===== src/rtl/clk_cfg_apb_sequencer.sv =====
// APB initiator: programs the clock/reset generator, polls lock status, then releases cluster reset.
// Optional readback of every configuration write when CLK_CFG_READBACK_EN is defined.
module clk_cfg_apb_sequencer #(
    parameter int unsigned NUM_WR    = 4,
    parameter logic [31:0] POLL_ADDR = 32'h0000_0010,
    parameter logic [31:0] LOCK_MASK = 32'h0000_0003,
    parameter int unsigned POLL_GAP  = 16,
    parameter int unsigned MAX_POLLS = 256,
    parameter int unsigned TIMEOUT   = 1024
) (
    input  logic                  clk_i,
    input  logic                  rst_ni,
    input  logic                  start_i,
    input  logic [NUM_WR*32-1:0]  cfg_addr_i,
    input  logic [NUM_WR*32-1:0]  cfg_data_i,
    output logic [31:0]           paddr_o,
    output logic [31:0]           pwdata_o,
    output logic                  pwrite_o,
    output logic                  psel_o,
    output logic                  penable_o,
    input  logic [31:0]           prdata_i,
    input  logic                  pready_i,
    input  logic                  pslverr_i,
    output logic                  busy_o,
    output logic                  done_o,
    output logic                  error_o,
    output logic [1:0]            err_code_o,
    output logic                  rstn_cluster_o
);

    localparam int unsigned IW = $clog2(NUM_WR + 1);
    localparam int unsigned PW = $clog2(MAX_POLLS + 1);
    localparam int unsigned TW = $clog2(TIMEOUT + 1);
    localparam int unsigned GW = (POLL_GAP > 0) ? $clog2(POLL_GAP + 1) : 1;

    localparam logic [1:0] ERR_NONE  = 2'd0;
    localparam logic [1:0] ERR_SLV   = 2'd1;
    localparam logic [1:0] ERR_TMO   = 2'd2;
    localparam logic [1:0] ERR_POLLS = 2'd3;

    typedef enum logic [3:0] {
        IDLE        = 4'd0,
        WR_SETUP    = 4'd1,
        WR_ACCESS   = 4'd2,
        POLL_SETUP  = 4'd3,
        POLL_ACCESS = 4'd4,
        POLL_WAIT   = 4'd5,
        DONE        = 4'd6,
        ERROR       = 4'd7
`ifdef CLK_CFG_READBACK_EN
        ,
        RB_SETUP    = 4'd8,
        RB_ACCESS   = 4'd9
`endif
    } state_e;

    state_e         state_q, state_d;
    logic [IW-1:0]  idx_q, idx_d;
    logic [PW-1:0]  poll_q, poll_d;
    logic [TW-1:0]  tmo_q, tmo_d;
    logic [GW-1:0]  gap_q, gap_d;
    logic [1:0]     err_q, err_d;

    logic [31:0]    cur_addr;
    logic [31:0]    cur_data;
    logic           last_wr;
    logic           tmo_hit;
    logic           locked;
    state_e         after_wr;

    always_comb begin
        cur_addr = '0;
        cur_data = '0;
        for (int k = 0; k < int'(NUM_WR); k++) begin
            if (idx_q == IW'(k)) begin
                cur_addr = cfg_addr_i[32*k +: 32];
                cur_data = cfg_data_i[32*k +: 32];
            end
        end
    end

    assign last_wr  = (idx_q == IW'(NUM_WR - 1));
    assign tmo_hit  = !pready_i && (tmo_q == TW'(TIMEOUT - 1));
    assign locked   = ((prdata_i & LOCK_MASK) == LOCK_MASK);
    assign after_wr = last_wr ? POLL_SETUP : WR_SETUP;

    always_comb begin
        state_d        = state_q;
        idx_d          = idx_q;
        poll_d         = poll_q;
        tmo_d          = tmo_q;
        gap_d          = gap_q;
        err_d          = err_q;
        psel_o         = 1'b0;
        penable_o      = 1'b0;
        pwrite_o       = 1'b0;
        paddr_o        = '0;
        pwdata_o       = '0;
        busy_o         = 1'b0;
        done_o         = 1'b0;
        error_o        = 1'b0;
        rstn_cluster_o = 1'b0;

        case (state_q)
            IDLE, DONE, ERROR: begin
                done_o         = (state_q == DONE);
                rstn_cluster_o = (state_q == DONE);
                error_o        = (state_q == ERROR);
                if (start_i) begin
                    state_d = WR_SETUP;
                    idx_d   = '0;
                    poll_d  = '0;
                    tmo_d   = '0;
                    gap_d   = '0;
                    err_d   = ERR_NONE;
                end
            end

            WR_SETUP: begin
                busy_o   = 1'b1;
                psel_o   = 1'b1;
                pwrite_o = 1'b1;
                paddr_o  = cur_addr;
                pwdata_o = cur_data;
                tmo_d    = '0;
                state_d  = WR_ACCESS;
            end

            WR_ACCESS: begin
                busy_o    = 1'b1;
                psel_o    = 1'b1;
                penable_o = 1'b1;
                pwrite_o  = 1'b1;
                paddr_o   = cur_addr;
                pwdata_o  = cur_data;
                if (pready_i) begin
                    tmo_d = '0;
                    if (pslverr_i) begin
                        state_d = ERROR;
                        err_d   = ERR_SLV;
                    end else begin
`ifdef CLK_CFG_READBACK_EN
                        state_d = RB_SETUP;
`else
                        idx_d   = idx_q + IW'(1);
                        state_d = after_wr;
`endif
                    end
                end else if (tmo_hit) begin
                    state_d = ERROR;
                    err_d   = ERR_TMO;
                end else begin
                    tmo_d = tmo_q + TW'(1);
                end
            end

`ifdef CLK_CFG_READBACK_EN
            RB_SETUP: begin
                busy_o  = 1'b1;
                psel_o  = 1'b1;
                paddr_o = cur_addr;
                tmo_d   = '0;
                state_d = RB_ACCESS;
            end

            RB_ACCESS: begin
                busy_o    = 1'b1;
                psel_o    = 1'b1;
                penable_o = 1'b1;
                paddr_o   = cur_addr;
                if (pready_i) begin
                    tmo_d = '0;
                    // a readback mismatch is reported like a slave error
                    if (pslverr_i || (prdata_i != cur_data)) begin
                        state_d = ERROR;
                        err_d   = ERR_SLV;
                    end else begin
                        idx_d   = idx_q + IW'(1);
                        state_d = after_wr;
                    end
                end else if (tmo_hit) begin
                    state_d = ERROR;
                    err_d   = ERR_TMO;
                end else begin
                    tmo_d = tmo_q + TW'(1);
                end
            end
`endif

            POLL_SETUP: begin
                busy_o  = 1'b1;
                psel_o  = 1'b1;
                paddr_o = POLL_ADDR;
                tmo_d   = '0;
                state_d = POLL_ACCESS;
            end

            POLL_ACCESS: begin
                busy_o    = 1'b1;
                psel_o    = 1'b1;
                penable_o = 1'b1;
                paddr_o   = POLL_ADDR;
                if (pready_i) begin
                    tmo_d = '0;
                    if (pslverr_i) begin
                        state_d = ERROR;
                        err_d   = ERR_SLV;
                    end else if (locked) begin
                        state_d = DONE;
                    end else if (poll_q == PW'(MAX_POLLS - 1)) begin
                        poll_d  = poll_q + PW'(1);
                        state_d = ERROR;
                        err_d   = ERR_POLLS;
                    end else begin
                        poll_d  = poll_q + PW'(1);
                        gap_d   = '0;
                        state_d = (POLL_GAP == 0) ? POLL_SETUP : POLL_WAIT;
                    end
                end else if (tmo_hit) begin
                    state_d = ERROR;
                    err_d   = ERR_TMO;
                end else begin
                    tmo_d = tmo_q + TW'(1);
                end
            end

            POLL_WAIT: begin
                busy_o = 1'b1;
                gap_d  = gap_q + GW'(1);
                if (gap_q == GW'(POLL_GAP - 1)) begin
                    state_d = POLL_SETUP;
                end
            end

            default: begin
                state_d = IDLE;
            end
        endcase
    end

    assign err_code_o = err_q;

    always_ff @(posedge clk_i or negedge rst_ni) begin
        if (!rst_ni) begin
            state_q <= IDLE;
            idx_q   <= '0;
            poll_q  <= '0;
            tmo_q   <= '0;
            gap_q   <= '0;
            err_q   <= ERR_NONE;
        end else begin
            state_q <= state_d;
            idx_q   <= idx_d;
            poll_q  <= poll_d;
            tmo_q   <= tmo_d;
            gap_q   <= gap_d;
            err_q   <= err_d;
        end
    end

endmodule


===== config.mk =====
export PLATFORM = sky130hd
export DESIGN_NAME = clk_cfg_apb_sequencer
export DESIGN_NICKNAME = d
export VERILOG_FILES = /design/src/rtl/clk_cfg_apb_sequencer.sv
export SDC_FILE = /design/constraint.sdc
export NUM_CORES = 1
export LEC_CHECK = 0
export CAP_MARGIN = 40
export CORE_AREA = 2 2 144 146
export CTS_CLUSTER_DIAMETER = 50
export DETAILED_ROUTE_END_ITERATION = 8
export DIE_AREA = 0 0 146 148
export PLACE_DENSITY = 0.68
export SYNTH_ARGS = -nofsm -noshare
export SYNTH_HDL_FRONTEND = slang
export SYNTH_SLANG_ARGS = --single-unit

===== constraint.sdc =====
create_clock -name clk_i -period 5.4 [get_ports clk_i]
set_clock_uncertainty 0.05 [all_clocks]
set_input_delay 0.54 -clock clk_i [delete_from_list [all_inputs] [get_ports clk_i]]
set_output_delay 0.54 -clock clk_i [all_outputs]
set_load 0.03 [all_outputs]

# --- Word-level counts from Yosys, hierarchy flattened ---
# Index checks and enable logic that the tools add are counted.
totals:
  ff_bits: 34
  latchBits: 0
  ram_bits: 0
  rom_bits: 0
  inputBits: 293
  output_inout_bits: 73
  word_cells: 113
  mem_count: 0
op_classes:
  n_addsub: 4
  mul: 0
  div: 0
  n_lt_le_gt_ge: 0
  n_eq_ne: 26
  n_shift: 0
  muxes: 55
  bitwise_logic: 0
  n_reduce_logical: 22
ops:
  columns: ["cell", "n"]
  rows:
  - ["32-bit two-way mux", 9]
  - ["32-bit case mux with 2 select lines", 1]
  - ["9-bit two-way mux", 4]
  - ["11-bit two-way mux", 3]
  - ["11-bit case mux with 3 select lines", 1]
  - ["5-bit two-way mux", 5]
  - ["2-bit two-way mux", 12]
  - ["4-bit case mux with 6 select lines", 1]
  - ["4-bit two-way mux", 5]
  - ["9-bit case mux with 2 select lines", 1]
  - ["4-bit by 3-bit equality test with 1-bit output (second input constant)", 4]
  - ["2-bit inequality test (second input constant)", 8]
  - ["5-bit case mux with 3 select lines", 1]
  - ["3-bit two-way mux", 4]
  - ["11-bit by 1-bit adder with 11-bit output (second input constant)", 1]
  - ["11-bit by 10-bit equality test with 1-bit output (second input constant)", 1]
  - ["5-bit AND reduction", 2]
  - ["9-bit by 1-bit adder with 9-bit output (second input constant)", 1]
  - ["9-bit by 8-bit equality test with 1-bit output (second input constant)", 1]
  - ["3-bit nonzero test", 3]
  - ["4-bit by 2-bit equality test with 1-bit output (second input constant)", 2]
  - ["4-bit inequality test (second input constant)", 2]
  - ["2-bit OR reduction", 4]
  - ["3-bit by 2-bit equality test with 1-bit output (second input constant)", 2]
  - ["22 further kinds", 29]

# --- Depth between registers and ports, before layout ---
logic_depth:
  ltp_word: 6
  ltp_mapped: 9
  depth_no_buf: 9

# --- Worst setup path before layout ---
# Ideal clock, no wire load.
synth_timing:
  path_kind: "flip-flop to output port"
  start: "register idx_q[1]"
  end: "output port paddr_o[0]"
  t_arrival_ps: 2028
  t_required_ps: 4810
  setup_slack_ps: 2782
  stages_incl_launch_ff: 10
  n_path_buf: 2
  path_cell_list: "dfrtp_1 inv_1 ha_1 nor2b_1 clkbuf_1 clkbuf_1 a221oi_1 nor3_1 a21oi_1 nor2_1"
synth_via:
  elab_chain_cells: 6
  word_cells_on_any_way: 9
  classes_between: "eq/ne (3); mux (5); reduce/logical (1)"
synth_lines:
  columns: ["item", "line_no", "text"]
  rows:
  - ["start, declared", "58", "logic [IW-1:0] idx_q, idx_d;"]
  - ["start signal, assigned", "253", "idx_q <= idx_d;"]
  - ["3-bit logical NOT", "75", "if (idx_q == IW'(k)) begin"]
  - ["32-bit two-way mux (3 in a row)", "75", null]
  - ["32-bit two-way mux *", "75", null]
  - ["32-bit case mux with 2 select lines *", "104", "case (state_q)"]
  - ["end, declared", "16", "output logic [31:0] paddr_o,"]
# Mark *: on every way between the ends. The rest lies on a longest branch, timed or not.

# --- Final worst setup path ---
layout_timing:
  start: "register idx_q[0]"
  end: "output port paddr_o[6]"
# Same word-level chain as after synthesis.

==> flow_summary_export.csv <==
group,metric,value,unit
routing,routed_via_density,4.920,
die,die_h,148,um
grt,antenna_found_initial,5,
cts,clock_path_buffers,2,
timing,worst_pin_slew,0.8520,ns
timing,finalSetupTns,0,ns
timing,drv_slew,0,
cells_and_area,mostFrequentLayoutCells,"clkdlybuf4s50_1 (335), nor2_1 (150), a21oi_1 (78), nor3_1 (73), a221oi_1 (64)",
grt,grt_pass1_vias,5641,
cts,root_buffer,"clkbuf_16",
setup_path,path_class,"reg2out",
timing,fmax,0.2530,GHz
synthesis,synth_mux_area_share,0.2768,%
power_and_ir_drop,clockPowerShare,27.1,%
setup_path,slowest_delay,0.74,ns
synthesis,synth_nets,929,
timing,setup_viol_count_final,0,
setup_path,rr_startpoint,"poll_q[0]$_DFFE_PN0P_",
synthesis,synth_compound_area_share,33.93,%
die,initial_core_util,20.30,%
cells_and_area,area_growth,92.28,%
power_and_ir_drop,power_switching,293.4,uW
routing,first_iter_violations,347,
synthesis,syn_inst,626,
die,num_io_pins,366,
power_and_ir_drop,p_int,713.4,uW
power_and_ir_drop,power,1007,uW
setup_path,start_kind,"register",
setup_path,worstPathMaxFanout,27,
cells_and_area,postLayoutCoreUtil,39.03,%
die,fp-row-count,52,
routing,route.detailed.drc,0,
cells_and_area,nNetsFinal,1222,
placed_design,dpl_worst_slack,1.701,ns
synthesis,synth_area,4068,um2
flow_run,max_cap_violations,0,
routing,wl_per_cell,17.73,um
timing,hold_viol,0,
grt,grt_pass1_wl,31980,um
power_and_ir_drop,max-vdd-ir-drop,0.0001376,V
power_and_ir_drop,comb_power_share,46.0,%
cts,cts_hold_buf,0,
timing,rsz0062_at_grt,"false",
synthesis,synthAdderAreaFrac,3.076,%
power_and_ir_drop,p_seq_share,26.9,%
routing,drt_wl_total,21150,um
routing,vias,5870,
status,status,"completed",
cts,cts_tree,"done",
cells_and_area,layout_commonest_cell,"clkdlybuf4s50_1",
routing,postRouteAntennaNets,0,
die,die_area,21610,um2
synthesis,synth-main-ff-cell,"dfrtp_1",
synthesis,synth_edf_count,0,
setup_path,rrSetupSlack,3.00,ns
synthesis,synthArstFlopShare,100.0,%
worst_hold_path,min_path_type,"reg2reg",
power_and_ir_drop,leakage,0.002910,uW
synthesis,yosysWarnings,0,
cts,cts_resized,0,
placed_design,finalWeightedCongestion,0.8662,
synthesis,avgSynthCellArea,6.498,um2
routing,dr.pass1.iters,5,
setup_path,critPathCapture,"paddr_o[6]",
timing,relSlewSlack,43.20,%
synthesis,ys_ff_latch,34,
setup_path,r2r_cells,8,
grt,grt_use_total,18.44,%
cts,numCtsBuffers,5,
setup_path,path_cells,"inv_1 -> ha_1 -> nor2b_4 -> buf_4 -> a221oi_1 -> nor3_1 -> a21oi_1 -> nor2_1 -> clkdlybuf4s50_1",
power_and_ir_drop,power.density,128.7,nW/um2
setup_path,r2r-end,"gap_q[1]$_DFFE_PN0P_",
timing,finalWorstSetupSlack,1.447,ns
placed_design,io_buffers,335,
power_and_ir_drop,switching_share,29.14,%
synthesis,ys_seq_area_share,20.92,%
timing,period_needed,3.953,ns
setup_path,cp.required,4.81,ns
grt,grt_remaining_overflow,0,
worst_hold_path,hold_path.startpoint,"poll_q[8]$_DFFE_PN0P_",
setup_path,slowest_stage,"clkdlybuf4s50_1",
synthesis,synth_top_family_by_area,"compound AO/OA/AOI/OAI gates",
cells_and_area,drive_gt1_share,3.595,%
timing,finalCritPeriodShare,73.20,%
setup_path,critPathLaunch,"idx_q[0]$_DFFE_PN0P_",
cts,cts_setup_buffers,0,
setup_path,cp.arrival,3.36,ns
grt,grt_max_degree,79,
synthesis,synthSimpleGateAreaFrac,33.37,%
placed_design,hpwl,16060,um
cts,clk_latency,0.27,ns
cts,cts.sinks,34,
die,die_width,146,um
setup_path,cp-end-kind,"primary output",
synthesis,yosys.cell_types.count,54,
cts,cts_max_level,2,
cells_and_area,fillers,2125,
die,core-area,20040,um2
cts,path_clk_slew,0.05,ns
synthesis,synth_xor_area_share,1.077,%
-- cells by family after synthesis --
family	count (synthesis)
AND/OR/NAND/NOR	298
multiplexers	1
AO/OA/AOI/OAI	206
XOR/XNOR	5
buffers and inverters	71
other	1
flip-flops	34
adder cells (fa/ha/maj)	10
-- power by group through the flow --
| stage | logic (uW) | registers, uW | clock network [uW] |
|---|---|---|---|
| 2_1_floorplan | 190 | 267 | 0 |
| 3_3_place_gp | 459 | 275 | 0 |
| 3_5_place_dp | 463 | 275 | 0 |
| 4_1_cts | 466 | 271 | 281 |
| 5_1_grt | 500 | 272 | 289 |
| 6_report | 464 | 271 | 272 |
-- how the worst min path moves through the flow --
stage	cells after the start	slack, ns	endpoint
floorplan	0	0.19	err_code_o[0]$_DFFE_PN0P_
global placement	2	0.41	poll_q[8]$_DFFE_PN0P_
detailed placement	2	0.42	poll_q[8]$_DFFE_PN0P_
CTS	2	0.43	poll_q[8]$_DFFE_PN0P_
global route	2	0.45	poll_q[8]$_DFFE_PN0P_
finish	2	0.43	poll_q[8]$_DFFE_PN0P_
-- per-stage QoR --
stage | area, um2 | hold WS, ns | cells
3_5_place_dp | 7670 | 0.4165 | 1182
3_3_place_gp | 7650 | 0.4134 | 1181
4_1_cts | 7809 | 0.4269 | 1188
2_1_floorplan | 4068 | 0.1944 | 626
6_report | 7821 | 0.4259 | 1193
5_1_grt | 7819 | 0.4497 | 1192
-- worst max-delay path, delay by kind of cell (launching register included) --
family,cells,cell delay [ns]
adder cells (fa/ha/maj),1,0.18
AND/OR/NAND/NOR,3,1.04
AO/OA/AOI/OAI,2,0.20
flip-flops,1,0.42
buffers and inverters,3,1.23
-- area by class of cell --
type,instances,area [um2],area share [%]
repair buffers,349,3483,44.54
well taps,270,337.8,4.319
inverters,8,30.03,0.3839
clock buffers,6,138.9,1.776
diodes,5,12.51,0.1600
multi-input cells,521,2968,37.95
flip-flops and latches,34,850.8,10.88
-- metal layers --
metal	up-vias	global-route usage (%)	routed length, um	share of wire [%]
li1	2894	-	-	-
met1	2708	23.04	8639	41
met2	233	31.44	10360	49
met3	35	3.858	1508	7.1
met4	0	6.699	638	3.0
met5	-	0	0	0
-- synth_stat cells, types with 4 or more instances --
cell      instances  area share (%)
a21oi_1          78             9.6
a221oi_1         64              14
and3_1            6            0.92
buf_1            13             1.2
buf_2             5            0.62
clkbuf_1         41             3.8
dfrtp_1          34              21
ha_1             10             3.1
inv_1             8            0.74
nand2_1          27             2.5
nand3_1          10             1.2
nor2_1          150              14
nor2b_1           7             1.1
nor3_1           73             9.0
o21a_1            4            0.74
o21ai_0          22             2.7
o21ai_1           7            0.86
o41ai_1           5             1.1
or3_1             4            0.62
xor2_1            4            0.86
-- registers in the layout (all words and copies together), names as in the netlist --
name        cells
tmo_q          11
poll_q          9
gap_q           5
state_q         4
idx_q           3
err_code_o      2
Power figures use the tool's default switching activity.
